--- config.mk ---
export PLATFORM = sky130hd
export DESIGN_NAME = regfile_param_flat
export DESIGN_NICKNAME = d
export VERILOG_FILES = /design/src/rtl/regfile_pkg.sv /design/src/rtl/regfile_if.sv /design/src/rtl/regfile_clr_seq.sv /design/src/rtl/regfile_param.sv /design/src/flat_wrapper.sv
export SDC_FILE = /design/constraint.sdc
export NUM_CORES = 1
export LEC_CHECK = 0
export CAP_MARGIN = 20
export CORE_MARGIN = 10
export CORE_UTILIZATION = 43
export CTS_BUF_LIST = sky130_fd_sc_hd__clkbuf_4 sky130_fd_sc_hd__clkbuf_8
export DETAILED_ROUTE_END_ITERATION = 10
export PLACE_DENSITY_LB_ADDON = 0.3
export REMOVE_ABC_BUFFERS = 1
export SLEW_MARGIN = 25
export SYNTH_ARGS = -nofsm -noshare
export SYNTH_HDL_FRONTEND = slang
export SYNTH_SLANG_ARGS = --single-unit
--- constraint.sdc ---
create_clock -name clk -period 5.9 [get_ports clk]
set_clock_uncertainty 0.05 [all_clocks]
set_input_delay 1.77 -clock clk [delete_from_list [all_inputs] [get_ports clk]]
set_output_delay 1.77 -clock clk [all_outputs]
set_load 0.1 [all_outputs]
--- src/rtl/regfile_pkg.sv ---
// Shared definitions for the parametrised register file: clear-FSM state
// encoding, parameter limits and the reset-value slicing helper.
package regfile_pkg;

    // Upper bounds used by the reset-value helper; DATA_W and DEPTH must not exceed them.
    localparam int MAX_W      = 64;
    localparam int MAX_DEPTH  = 256;
    localparam int MAX_INIT_W = MAX_W * MAX_DEPTH;

    typedef enum logic [1:0] {
        IDLE  = 2'd0,
        SWEEP = 2'd1,
        DONE  = 2'd2
    } clr_state_e;

    // Extract the reset/clear value of register idx from a flattened INIT vector
    // (zero-extended to MAX_INIT_W). Result is zero-extended to MAX_W bits.
    function automatic logic [MAX_W-1:0] init_slice(input logic [MAX_INIT_W-1:0] init_vec,
                                                    input int idx,
                                                    input int data_w);
        logic [MAX_W-1:0] res;
        res = {MAX_W{1'b0}};
        for (int b = 0; b < MAX_W; b++) begin
            if (b < data_w) begin
                res[b] = init_vec[idx * data_w + b];
            end else begin
                res[b] = 1'b0;
            end
        end
        return res;
    endfunction

endpackage

--- src/rtl/regfile_if.sv ---
// Bus bundle for the register file: write port, two read ports, clear
// handshake and debug snoop port. The master drives requests, the slave is the
// register file.
interface regfile_if #(
    parameter int DATA_W = 24,
    parameter int AW     = 4
);
    logic              we;
    logic [AW-1:0]     dst;
    logic [DATA_W-1:0] data;
    logic              wr_ready;
    logic              wr_err;
    logic [AW-1:0]     src0;
    logic [AW-1:0]     src1;
    logic [DATA_W-1:0] outa;
    logic [DATA_W-1:0] outb;
    logic              clr_req;
    logic              clr_busy;
    logic              clr_done;
    logic [AW-1:0]     dbg_sel;
    logic [DATA_W-1:0] dbg_data;

    modport master (
        output we, dst, data, src0, src1, clr_req, dbg_sel,
        input  wr_ready, wr_err, outa, outb, clr_busy, clr_done, dbg_data
    );

    modport slave (
        input  we, dst, data, src0, src1, clr_req, dbg_sel,
        output wr_ready, wr_err, outa, outb, clr_busy, clr_done, dbg_data
    );
endinterface

--- src/rtl/regfile_clr_seq.sv ---
// Clear sequencer: on request, walks a pointer over every register address so
// the array can reload its reset values, then signals completion for one cycle.
import regfile_pkg::*;

module regfile_clr_seq #(
    parameter int DEPTH = 16,
    parameter int AW    = $clog2(DEPTH)
) (
    input  logic          clk,
    input  logic          rst_n,
    input  logic          clr_req,
    output logic          clr_busy,
    output logic          clr_done,
    output logic          wr_ready,
    output logic          sweep_en,
    output logic [AW-1:0] sweep_addr
);

    localparam logic [AW-1:0] LAST_ADDR = AW'(DEPTH - 1);

    clr_state_e    state_r;
    clr_state_e    state_nxt_s;
    logic [AW-1:0] ptr_r;

    // State register
    always_ff @(posedge clk or negedge rst_n) begin
        if (!rst_n) begin
            state_r <= IDLE;
        end else begin
            state_r <= state_nxt_s;
        end
    end

    // Next-state logic; requests outside IDLE are ignored
    always_comb begin
        state_nxt_s = state_r;
        case (state_r)
            IDLE: begin
                if (clr_req) begin
                    state_nxt_s = SWEEP;
                end else begin
                    state_nxt_s = IDLE;
                end
            end
            SWEEP: begin
                if (ptr_r == LAST_ADDR) begin
                    state_nxt_s = DONE;
                end else begin
                    state_nxt_s = SWEEP;
                end
            end
            DONE:    state_nxt_s = IDLE;
            default: state_nxt_s = IDLE;
        endcase
    end

    // Sweep pointer: loaded with 0 on request, advances once per SWEEP cycle
    always_ff @(posedge clk or negedge rst_n) begin
        if (!rst_n) begin
            ptr_r <= {AW{1'b0}};
        end else if (state_r == SWEEP) begin
            if (ptr_r == LAST_ADDR) begin
                ptr_r <= {AW{1'b0}};
            end else begin
                ptr_r <= ptr_r + AW'(1);
            end
        end else if ((state_r == IDLE) && clr_req) begin
            ptr_r <= {AW{1'b0}};
        end else begin
            ptr_r <= ptr_r;
        end
    end

    // Outputs decoded directly from the state register
    always_comb begin
        clr_busy   = 1'b0;
        clr_done   = 1'b0;
        wr_ready   = 1'b1;
        sweep_en   = 1'b0;
        sweep_addr = ptr_r;
        case (state_r)
            IDLE: begin
                wr_ready = 1'b1;
            end
            SWEEP: begin
                clr_busy = 1'b1;
                wr_ready = 1'b0;
                sweep_en = 1'b1;
            end
            DONE: begin
                clr_done = 1'b1;
                wr_ready = 1'b1;
            end
            default: begin
                wr_ready = 1'b1;
            end
        endcase
    end

endmodule

--- src/rtl/regfile_param.sv ---
// Parametrised register file: storage array with reset values, write-reject
// for read-only or out-of-range addresses, optional write-to-read bypass on
// the two operand ports, an unbypassed debug port and a clear sequencer.
import regfile_pkg::*;

module regfile_param #(
    parameter int                      DATA_W  = 24,
    parameter int                      DEPTH   = 16,
    parameter int                      AW      = $clog2(DEPTH),
    parameter logic [DATA_W*DEPTH-1:0] INIT    = '0,
    parameter logic [DEPTH-1:0]        RO_MASK = '0,
    parameter bit                      BYPASS  = 1'b1
) (
    input  logic     clk,
    input  logic     rst_n,
    regfile_if.slave bus
);

    localparam logic [MAX_INIT_W-1:0] INIT_EXT = MAX_INIT_W'(INIT);
    localparam logic [31:0]           DEPTH_U  = 32'(DEPTH);

    logic [DATA_W-1:0] mem_r [DEPTH];
    logic              wr_err_r;
    logic              wr_ready_s;
    logic              sweep_en_s;
    logic [AW-1:0]     sweep_addr_s;
    logic              ro_hit_s;
    logic              reject_s;
    logic              wr_ok_s;
    logic [DATA_W-1:0] outa_s;
    logic [DATA_W-1:0] outb_s;
    logic [DATA_W-1:0] dbg_s;

    regfile_clr_seq #(
        .DEPTH (DEPTH),
        .AW    (AW)
    ) u_clr_seq (
        .clk        (clk),
        .rst_n      (rst_n),
        .clr_req    (bus.clr_req),
        .clr_busy   (bus.clr_busy),
        .clr_done   (bus.clr_done),
        .wr_ready   (wr_ready_s),
        .sweep_en   (sweep_en_s),
        .sweep_addr (sweep_addr_s)
    );

    // Write qualification: accepted writes to read-only or unmapped addresses are rejected
    always_comb begin
        ro_hit_s = 1'b0;
        if (32'(bus.dst) < DEPTH_U) begin
            ro_hit_s = RO_MASK[bus.dst];
        end else begin
            ro_hit_s = 1'b1;
        end
        reject_s = bus.we && wr_ready_s && ro_hit_s;
        wr_ok_s  = bus.we && wr_ready_s && !ro_hit_s;
    end

    // Storage array: reset/sweep reload INIT values, otherwise accepted writes update
    always_ff @(posedge clk or negedge rst_n) begin
        if (!rst_n) begin
            for (int i = 0; i < DEPTH; i++) begin
                mem_r[i] <= DATA_W'(init_slice(INIT_EXT, i, DATA_W));
            end
        end else begin
            for (int i = 0; i < DEPTH; i++) begin
                if (sweep_en_s && (sweep_addr_s == AW'(i))) begin
                    mem_r[i] <= DATA_W'(init_slice(INIT_EXT, i, DATA_W));
                end else if (wr_ok_s && (bus.dst == AW'(i))) begin
                    mem_r[i] <= bus.data;
                end else begin
                    mem_r[i] <= mem_r[i];
                end
            end
        end
    end

    // Rejected-write flag, high for the cycle after the offending edge
    always_ff @(posedge clk or negedge rst_n) begin
        if (!rst_n) begin
            wr_err_r <= 1'b0;
        end else begin
            wr_err_r <= reject_s;
        end
    end

    // Operand read port A with optional forwarding of the in-flight write
    always_comb begin
        outa_s = {DATA_W{1'b0}};
        if (BYPASS && wr_ok_s && (bus.src0 == bus.dst)) begin
            outa_s = bus.data;
        end else if (32'(bus.src0) < DEPTH_U) begin
            outa_s = mem_r[bus.src0];
        end else begin
            outa_s = {DATA_W{1'b0}};
        end
    end

    // Operand read port B with optional forwarding of the in-flight write
    always_comb begin
        outb_s = {DATA_W{1'b0}};
        if (BYPASS && wr_ok_s && (bus.src1 == bus.dst)) begin
            outb_s = bus.data;
        end else if (32'(bus.src1) < DEPTH_U) begin
            outb_s = mem_r[bus.src1];
        end else begin
            outb_s = {DATA_W{1'b0}};
        end
    end

    // Debug snoop port: stored contents only, never forwarded
    always_comb begin
        dbg_s = {DATA_W{1'b0}};
        if (32'(bus.dbg_sel) < DEPTH_U) begin
            dbg_s = mem_r[bus.dbg_sel];
        end else begin
            dbg_s = {DATA_W{1'b0}};
        end
    end

    assign bus.wr_ready = wr_ready_s;
    assign bus.wr_err   = wr_err_r;
    assign bus.outa     = outa_s;
    assign bus.outb     = outb_s;
    assign bus.dbg_data = dbg_s;

endmodule

--- src/flat_wrapper.sv ---
// flat-port wrapper written by rule: the top's interface ports become plain ports
module regfile_param_flat 
#(
    parameter int                      DATA_W  = 24,
    parameter int                      DEPTH   = 16,
    parameter int                      AW      = $clog2(DEPTH),
    parameter logic [DATA_W*DEPTH-1:0] INIT    = '0,
    parameter logic [DEPTH-1:0]        RO_MASK = '0,
    parameter bit                      BYPASS  = 1'b1
)
  (clk, rst_n, bus_we, bus_dst, bus_data, bus_src0, bus_src1, bus_clr_req, bus_dbg_sel, bus_wr_ready, bus_wr_err, bus_outa, bus_outb, bus_clr_busy, bus_clr_done, bus_dbg_data);
  regfile_if #(.DATA_W(DATA_W), .AW(AW)) bus_i ();
  input  logic clk;
  input  logic rst_n;
  input wire logic [$bits(bus_i.we)-1:0] bus_we;
  input wire logic [$bits(bus_i.dst)-1:0] bus_dst;
  input wire logic [$bits(bus_i.data)-1:0] bus_data;
  input wire logic [$bits(bus_i.src0)-1:0] bus_src0;
  input wire logic [$bits(bus_i.src1)-1:0] bus_src1;
  input wire logic [$bits(bus_i.clr_req)-1:0] bus_clr_req;
  input wire logic [$bits(bus_i.dbg_sel)-1:0] bus_dbg_sel;
  output wire logic [$bits(bus_i.wr_ready)-1:0] bus_wr_ready;
  output wire logic [$bits(bus_i.wr_err)-1:0] bus_wr_err;
  output wire logic [$bits(bus_i.outa)-1:0] bus_outa;
  output wire logic [$bits(bus_i.outb)-1:0] bus_outb;
  output wire logic [$bits(bus_i.clr_busy)-1:0] bus_clr_busy;
  output wire logic [$bits(bus_i.clr_done)-1:0] bus_clr_done;
  output wire logic [$bits(bus_i.dbg_data)-1:0] bus_dbg_data;
  assign bus_i.we = bus_we;
  assign bus_i.dst = bus_dst;
  assign bus_i.data = bus_data;
  assign bus_i.src0 = bus_src0;
  assign bus_i.src1 = bus_src1;
  assign bus_i.clr_req = bus_clr_req;
  assign bus_i.dbg_sel = bus_dbg_sel;
  assign bus_wr_ready = bus_i.wr_ready;
  assign bus_wr_err = bus_i.wr_err;
  assign bus_outa = bus_i.outa;
  assign bus_outb = bus_i.outb;
  assign bus_clr_busy = bus_i.clr_busy;
  assign bus_clr_done = bus_i.clr_done;
  assign bus_dbg_data = bus_i.dbg_data;
  regfile_param #(.DATA_W(DATA_W), .DEPTH(DEPTH), .AW(AW), .INIT(INIT), .RO_MASK(RO_MASK), .BYPASS(BYPASS)) u_core (.clk(clk), .rst_n(rst_n), .bus(bus_i));
endmodule
[Yosys cells after proc, flatten, opt, wreduce, memory -nomap -nowiden]
Memories as Yosys holds them, arrays and structs flattened.
Index checks and enable logic that the tools add are counted.
W data, S select, Z words.
Word-level totals
  bits in registers: 391
  memory bits (read-only): 16
  output and inout port bits: 76
  word-level logic and storage cells: 174
  memories kept: 1
Memory list
  (name not given): depth 16, width 1, read ports 1, clocked after Yosys merged registers in 0, write ports 0, line regfile_param.sv:52  | ro_hit_s = RO_MASK[bus.dst];
Cells by class
  add/sub/neg operators: 1
  $lt $le $gt $ge: 4
  equality and inequality tests: 34
  mux-type cells: 53
  bitwise gates (word level): 3
  reduce and logical (&&, ||, !) cells: 59
Operator list (number)
  $mux W24: 40
  $bmux W24 S4: 3
  $eq A4 B4 Y1 const B: 16
  $logic_and A1 B1 Y1: 38
  $reduce_bool A2 Y1: 17
  $eq A4 B3 Y1 const B: 8
  $eq A4 B2 Y1 const B: 4
  $ge A5 B5 Y1 const B: 3
  $not A4 Y5: 3
  $mux W4: 3
  $eq A4 B1 Y1 const B: 2
  $eq A4 B4 Y1: 2
  $logic_not A4 Y1: 2
  $lt A4 B5 Y1 const B: 1
  $mux W1: 5
  $add A4 B1 Y4 const B: 1
  $pmux W2 S2: 1
  $eq A2 B1 Y1 const B: 1
  $eq A2 B2 Y1 const B: 1
  $logic_not A2 Y1: 1
  $mux W2: 1
  $logic_not A1 Y1: 1

[Logic depth before layout (Yosys ltp)]
Gate-level depths: netlist of the first run.
  depth in word-level cells: 7
  gate-level depth with buffers: 7
  mapped depth without buffers: 5

[Hierarchy]
Synthesis of the first run repeated with hierarchy kept, for this count alone.
Unflattened totals
  cell total of the unflattened synthesis: 1608
  area total of the unflattened synthesis: 23740.3 um^2
By module, submodules not included
  regfile_param: instances 1, cells each 1579, area each 23441.2 um^2, sequential area each 9609.2 um^2
  regfile_clr_seq: instances 1, cells each 29, area each 299.0 um^2, sequential area each 150.1 um^2

[Least setup slack after synthesis of the first run]
Ideal clock, no wire load.
  path kind: input to output
  start: input bus_dbg_sel[0]
  end: output bus_dbg_data[10]
  arrival: 3.726 ns
  path slack: 0.354 ns
  stages on the path: 4
  path buffers: 2
  cells stage by stage: buf_2 > buf_1 > mux4_2 > mux4_2
On the way
  cells in the longest elaborated chain, start to end: 4
Ends and longest elaborated chain
  start: declaration: line flat_wrapper.sv:21  | input wire logic [$bits(bus_i.dbg_sel)-1:0] bus_dbg_sel;
  $not A4 Y5 (implied by the code): line regfile_param.sv:116  | dbg_s = mem_r[bus.dbg_sel];
  $bmux W24 S4: line regfile_param.sv:116
  $mux W24 (implied by the code) (2 in series): line regfile_param.sv:116
  end: declaration: line flat_wrapper.sv:28  | output wire logic [$bits(bus_i.dbg_data)-1:0] bus_dbg_data;
Every way passes these cells. The select of a mux whose other input is x is not followed.

[Worst setup path after layout of the first run]
  start: input bus_dst[1]
  end: output bus_outb[5]
On the way
  cells in the longest elaborated chain, start to end: 6
Ends and longest elaborated chain
  start: declaration: line flat_wrapper.sv:16  | input wire logic [$bits(bus_i.dst)-1:0] bus_dst;
  $mem_v2 Z16 W1
  $mux W1 (implied by the code): line regfile_param.sv:52
  $logic_not A1 Y1: line regfile_param.sv:57  | wr_ok_s = bus.we && wr_ready_s && !ro_hit_s;
  $logic_and A1 B1 Y1: line regfile_param.sv:57
  $logic_and A1 B1 Y1 *: line regfile_param.sv:103  | if (BYPASS && wr_ok_s && (bus.src1 == bus.dst)) begin
  $mux W24 *: line regfile_param.sv:103
  end: declaration: line flat_wrapper.sv:25  | output wire logic [$bits(bus_i.outb)-1:0] bus_outb;
Mark *: on every way between the ends. The rest lies on a longest branch, timed or not. The select of a mux whose other input is x is not followed.

==> results of run 1 <==
-- state kept, by name, summed over array words and instances (netlist names) --
| register | flops |
|---|---|
| u_core.u_clr_seq.state_r | 2 |
| u_core.u_clr_seq.sweep_addr | 4 |
| u_core.mem_r | 384 |
-- synthesized netlist by cell type (2+ instances only) --
| cell | n | area [um^2] |
|---|---|---|
| and3_1 | 2 | 12.5 |
| nand4b_1 | 2 | 17.5 |
| nor2_2 | 3 | 18.8 |
| nor4_2 | 2 | 25.0 |
| inv_1 | 4 | 15.0 |
| mux2i_1 | 144 | 1440 |
| o211ai_1 | 24 | 180 |
| a21oi_1 | 3 | 15.0 |
| a22o_1 | 362 | 3170 |
| buf_2 | 49 | 245 |
| nor3_1 | 5 | 25.0 |
| xnor2_1 | 6 | 52.6 |
| nand3_1 | 27 | 135 |
| a22oi_1 | 14 | 105 |
| nor2_1 | 10 | 37.5 |
| nand2b_1 | 3 | 18.8 |
| ha_1 | 4 | 50.1 |
| mux4_2 | 312 | 7030 |
| xor2_1 | 2 | 17.5 |
| mux2_2 | 49 | 552 |
| nor2b_1 | 3 | 18.8 |
| nand2_1 | 28 | 105 |
| buf_1 | 35 | 131 |
| clkbuf_1 | 121 | 454 |
| dfrtp_1 | 390 | 9760 |
| buf_4 | 16 | 120 |
| nor4b_2 | 2 | 30.0 |
-- routing by layer --
layer  up-vias  global-route usage (%)  wire (um)
met1      9635                    34.3      32900
met3       268                    9.19      10900
met5         -                       0         14
met2      1405                    38.3      38600
met4         2                    11.2       3640
li1       6943                       -          -
-- metrics by stage --
step | setup WS [ns] | cells
2_1_floorplan | -0.0678 | 1415
3_3_place_gp | 0.254 | 2389
3_5_place_dp | 0.259 | 2390
4_1_cts | 0.254 | 2511
5_1_grt | 0.129 | 2512
6_report | 0.263 | 2512
-- path summary, 6_finish.rpt --
kind	start	endpoint	cells past startpoint
worst max-delay path	bus_dst[1]	bus_outb[5]	7
worst min-delay path	u_core.mem_r[316]	u_core.mem_r[316]	1
worst max register to register	u_core.u_clr_seq.state_r[1]	u_core.mem_r[118]	6
worst min register to register	u_core.mem_r[316]	u_core.mem_r[316]	1
max in group asynchronous	rst_n	u_core.mem_r[350]	2
min in group asynchronous	rst_n	u_core.mem_r[376]	1
-- cell families after synthesis --
group,Yosys count,share of synthesized area [%]
AOI/OAI and AO/OA,407,14.6
and+or+nand+nor,94,2.22
other,1,0.0157
adders and majority gates,4,0.209
muxes,505,37.7
xor gates and xnor gates,8,0.293
buffers and inverters,228,4.13
DFF,390,40.8
-- worst max-delay path, cell delays in order --
cell and delay, ns:
clkdlybuf4s50_1 0.53, xnor2_1 0.14, nand3_1 0.14, nor4_4 0.31, buf_4 0.32, mux2_2 0.40
buf_12 0.17
-- area by class of cell --
| cell class | count | area, um^2 | area share [%] |
|---|---|---|---|
| Multi-Input combinational cell | 1019 | 13300 | 46.5 |
| Sequential cell | 390 | 9760 | 34.1 |
| Timing Repair Buffer | 228 | 3090 | 10.8 |
| Clock buffer | 108 | 1340 | 4.70 |
| Tap cell | 748 | 936 | 3.27 |
| Clock inverter | 13 | 128 | 0.447 |
| Inverter | 6 | 25.0 | 0.0876 |
-- power by group through the flow --
stage | Clock (W) | Combinational (W) | Sequential, W
2_1_floorplan | 0 | 0.00297 | 0.00379
3_3_place_gp | 0 | 0.00454 | 0.00401
3_5_place_dp | 0 | 0.00459 | 0.00406
4_1_cts | 0.00274 | 0.00461 | 0.00403
5_1_grt | 0.00286 | 0.00481 | 0.00414
6_report | 0.00271 | 0.00464 | 0.00408
==> metrics, run 1 <==
RD Place Congestion 0.901; P_leak 12.3 nW; crit path time final 5.64 ns; Initial Utilization 43.4%; post-CTS setup buffers 0; CTS tree yes; Finished Cell Area 28600 um^2; Yosys cell types 42; switch share 39.0%; DIE HEIGHT 256 um; Tot Pwr 0.0114 W; Iter 0 DRT Violations 2298; DP Wirelength 51.4 mm; largest net degree at the start of global routing 101; PostCTS Resize Cnt 0; Switch Pwr 0.00446 W; status finished, final reports clean; Fill cells 4558; ANT cells 0; IO Pins 120; WP data required 4.08 ns; most frequent cells in the layout dfrtp_1, a22o_1, mux4_2; synthesized cell area 23900 um^2; hold buffer count at CTS 0; chip width 256 um; gr usage total 26.0%; critical path endpoint category output port; final period utilization 95.5%; worst setup path class in2out; I/O Buffers 118; Total Wirelength 86.1 mm; antenna violations before repair 1; Final nets 1762; Site Rows 86; Syn Inst Count 1637; Max Fclk 177 MHz; die area 65500 um^2; critical path fanouts, max 11; Critical Path AT 3.82 ns; Yosys reg bits 390; Post-synth EDFFs 0; Power Dens Cells 400 nW/um^2; Setup TNS 0 ns; final core utilization 51.9%; Slew HR 24.8%; Max Cap Viol 0; layout cells sized above 1 40.6%; gr ovfl total 0; ys flop type dfrtp_1; Worst-Margin Slew 1.13 ns; CTS sink cnt 390; Reg power frac 35.7%; hold crit path type reg2reg; CORE AREA 55100 um^2; Final setup viols 0; Startpoint Class primary input; Gate power share 40.6%; placed cell area 27100 um^2; Clk pwr share 23.7%; vias in the first global route 18800; Clock Pin Slew Worst Setup and Hold Paths 0.06 ns; Avg Vias per Cell 7.27; Post-route DRC 0; CTS buffer count 69; flop2flop setup slack 2.74 ns; Hold WS 0.490 ns; Fin. Hold Viols 0; share of flip-flops with an asynchronous set or reset 100%; Syn. warnings 0; Clock Latency Late Sink 0.64 ns; commonest non-fill, non-tap cell in the layout dfrtp_1; routed vias 18300; Mean Syn Cell Area 14.6 um^2; maximum vdd drop 291 uV; synthesis-to-layout area growth 19.4%; CTS Root Cell clkbuf_8; Internal 0.00696 W; RSZ-0062 raised after global routing false; Antenna Nets Post-Route 0; post-synthesis sequential area ratio 40.8%; TritonRoute pass-1 iters 5; global-route wire length before repair 129 mm; WL/cell 34.3 um; CTS H-tree lvls 3; Slew Limit Fails 0; clock buffer depth 3
Power figures use the tool's default switching activity.
==> inputs of run 2 (changes only) <==
--- a/config.mk
+++ b/config.mk
@@ -9,7 +9,9 @@
 export CORE_MARGIN = 10
 export CORE_UTILIZATION = 43
 export CTS_BUF_LIST = sky130_fd_sc_hd__clkbuf_4 sky130_fd_sc_hd__clkbuf_8
+export CTS_CLUSTER_SIZE = 24
 export DETAILED_ROUTE_END_ITERATION = 10
+export GPL_ROUTABILITY_DRIVEN = 0
 export PLACE_DENSITY_LB_ADDON = 0.3
 export REMOVE_ABC_BUFFERS = 1
 export SLEW_MARGIN = 25
==> results of run 2 <==
No change in the layout: final DEF, timing and power equal those of run 1.
==> inputs of run 3 (changes only) <==
--- a/config.mk
+++ b/config.mk
@@ -12,6 +12,7 @@
 export CTS_CLUSTER_SIZE = 24
 export DETAILED_ROUTE_END_ITERATION = 10
 export GPL_ROUTABILITY_DRIVEN = 0
+export HOLD_SLACK_MARGIN = 0.1
 export PLACE_DENSITY_LB_ADDON = 0.3
 export REMOVE_ABC_BUFFERS = 1
 export SLEW_MARGIN = 25
==> results of run 3 <==
No change in the layout: final DEF, timing and power equal those of run 1.
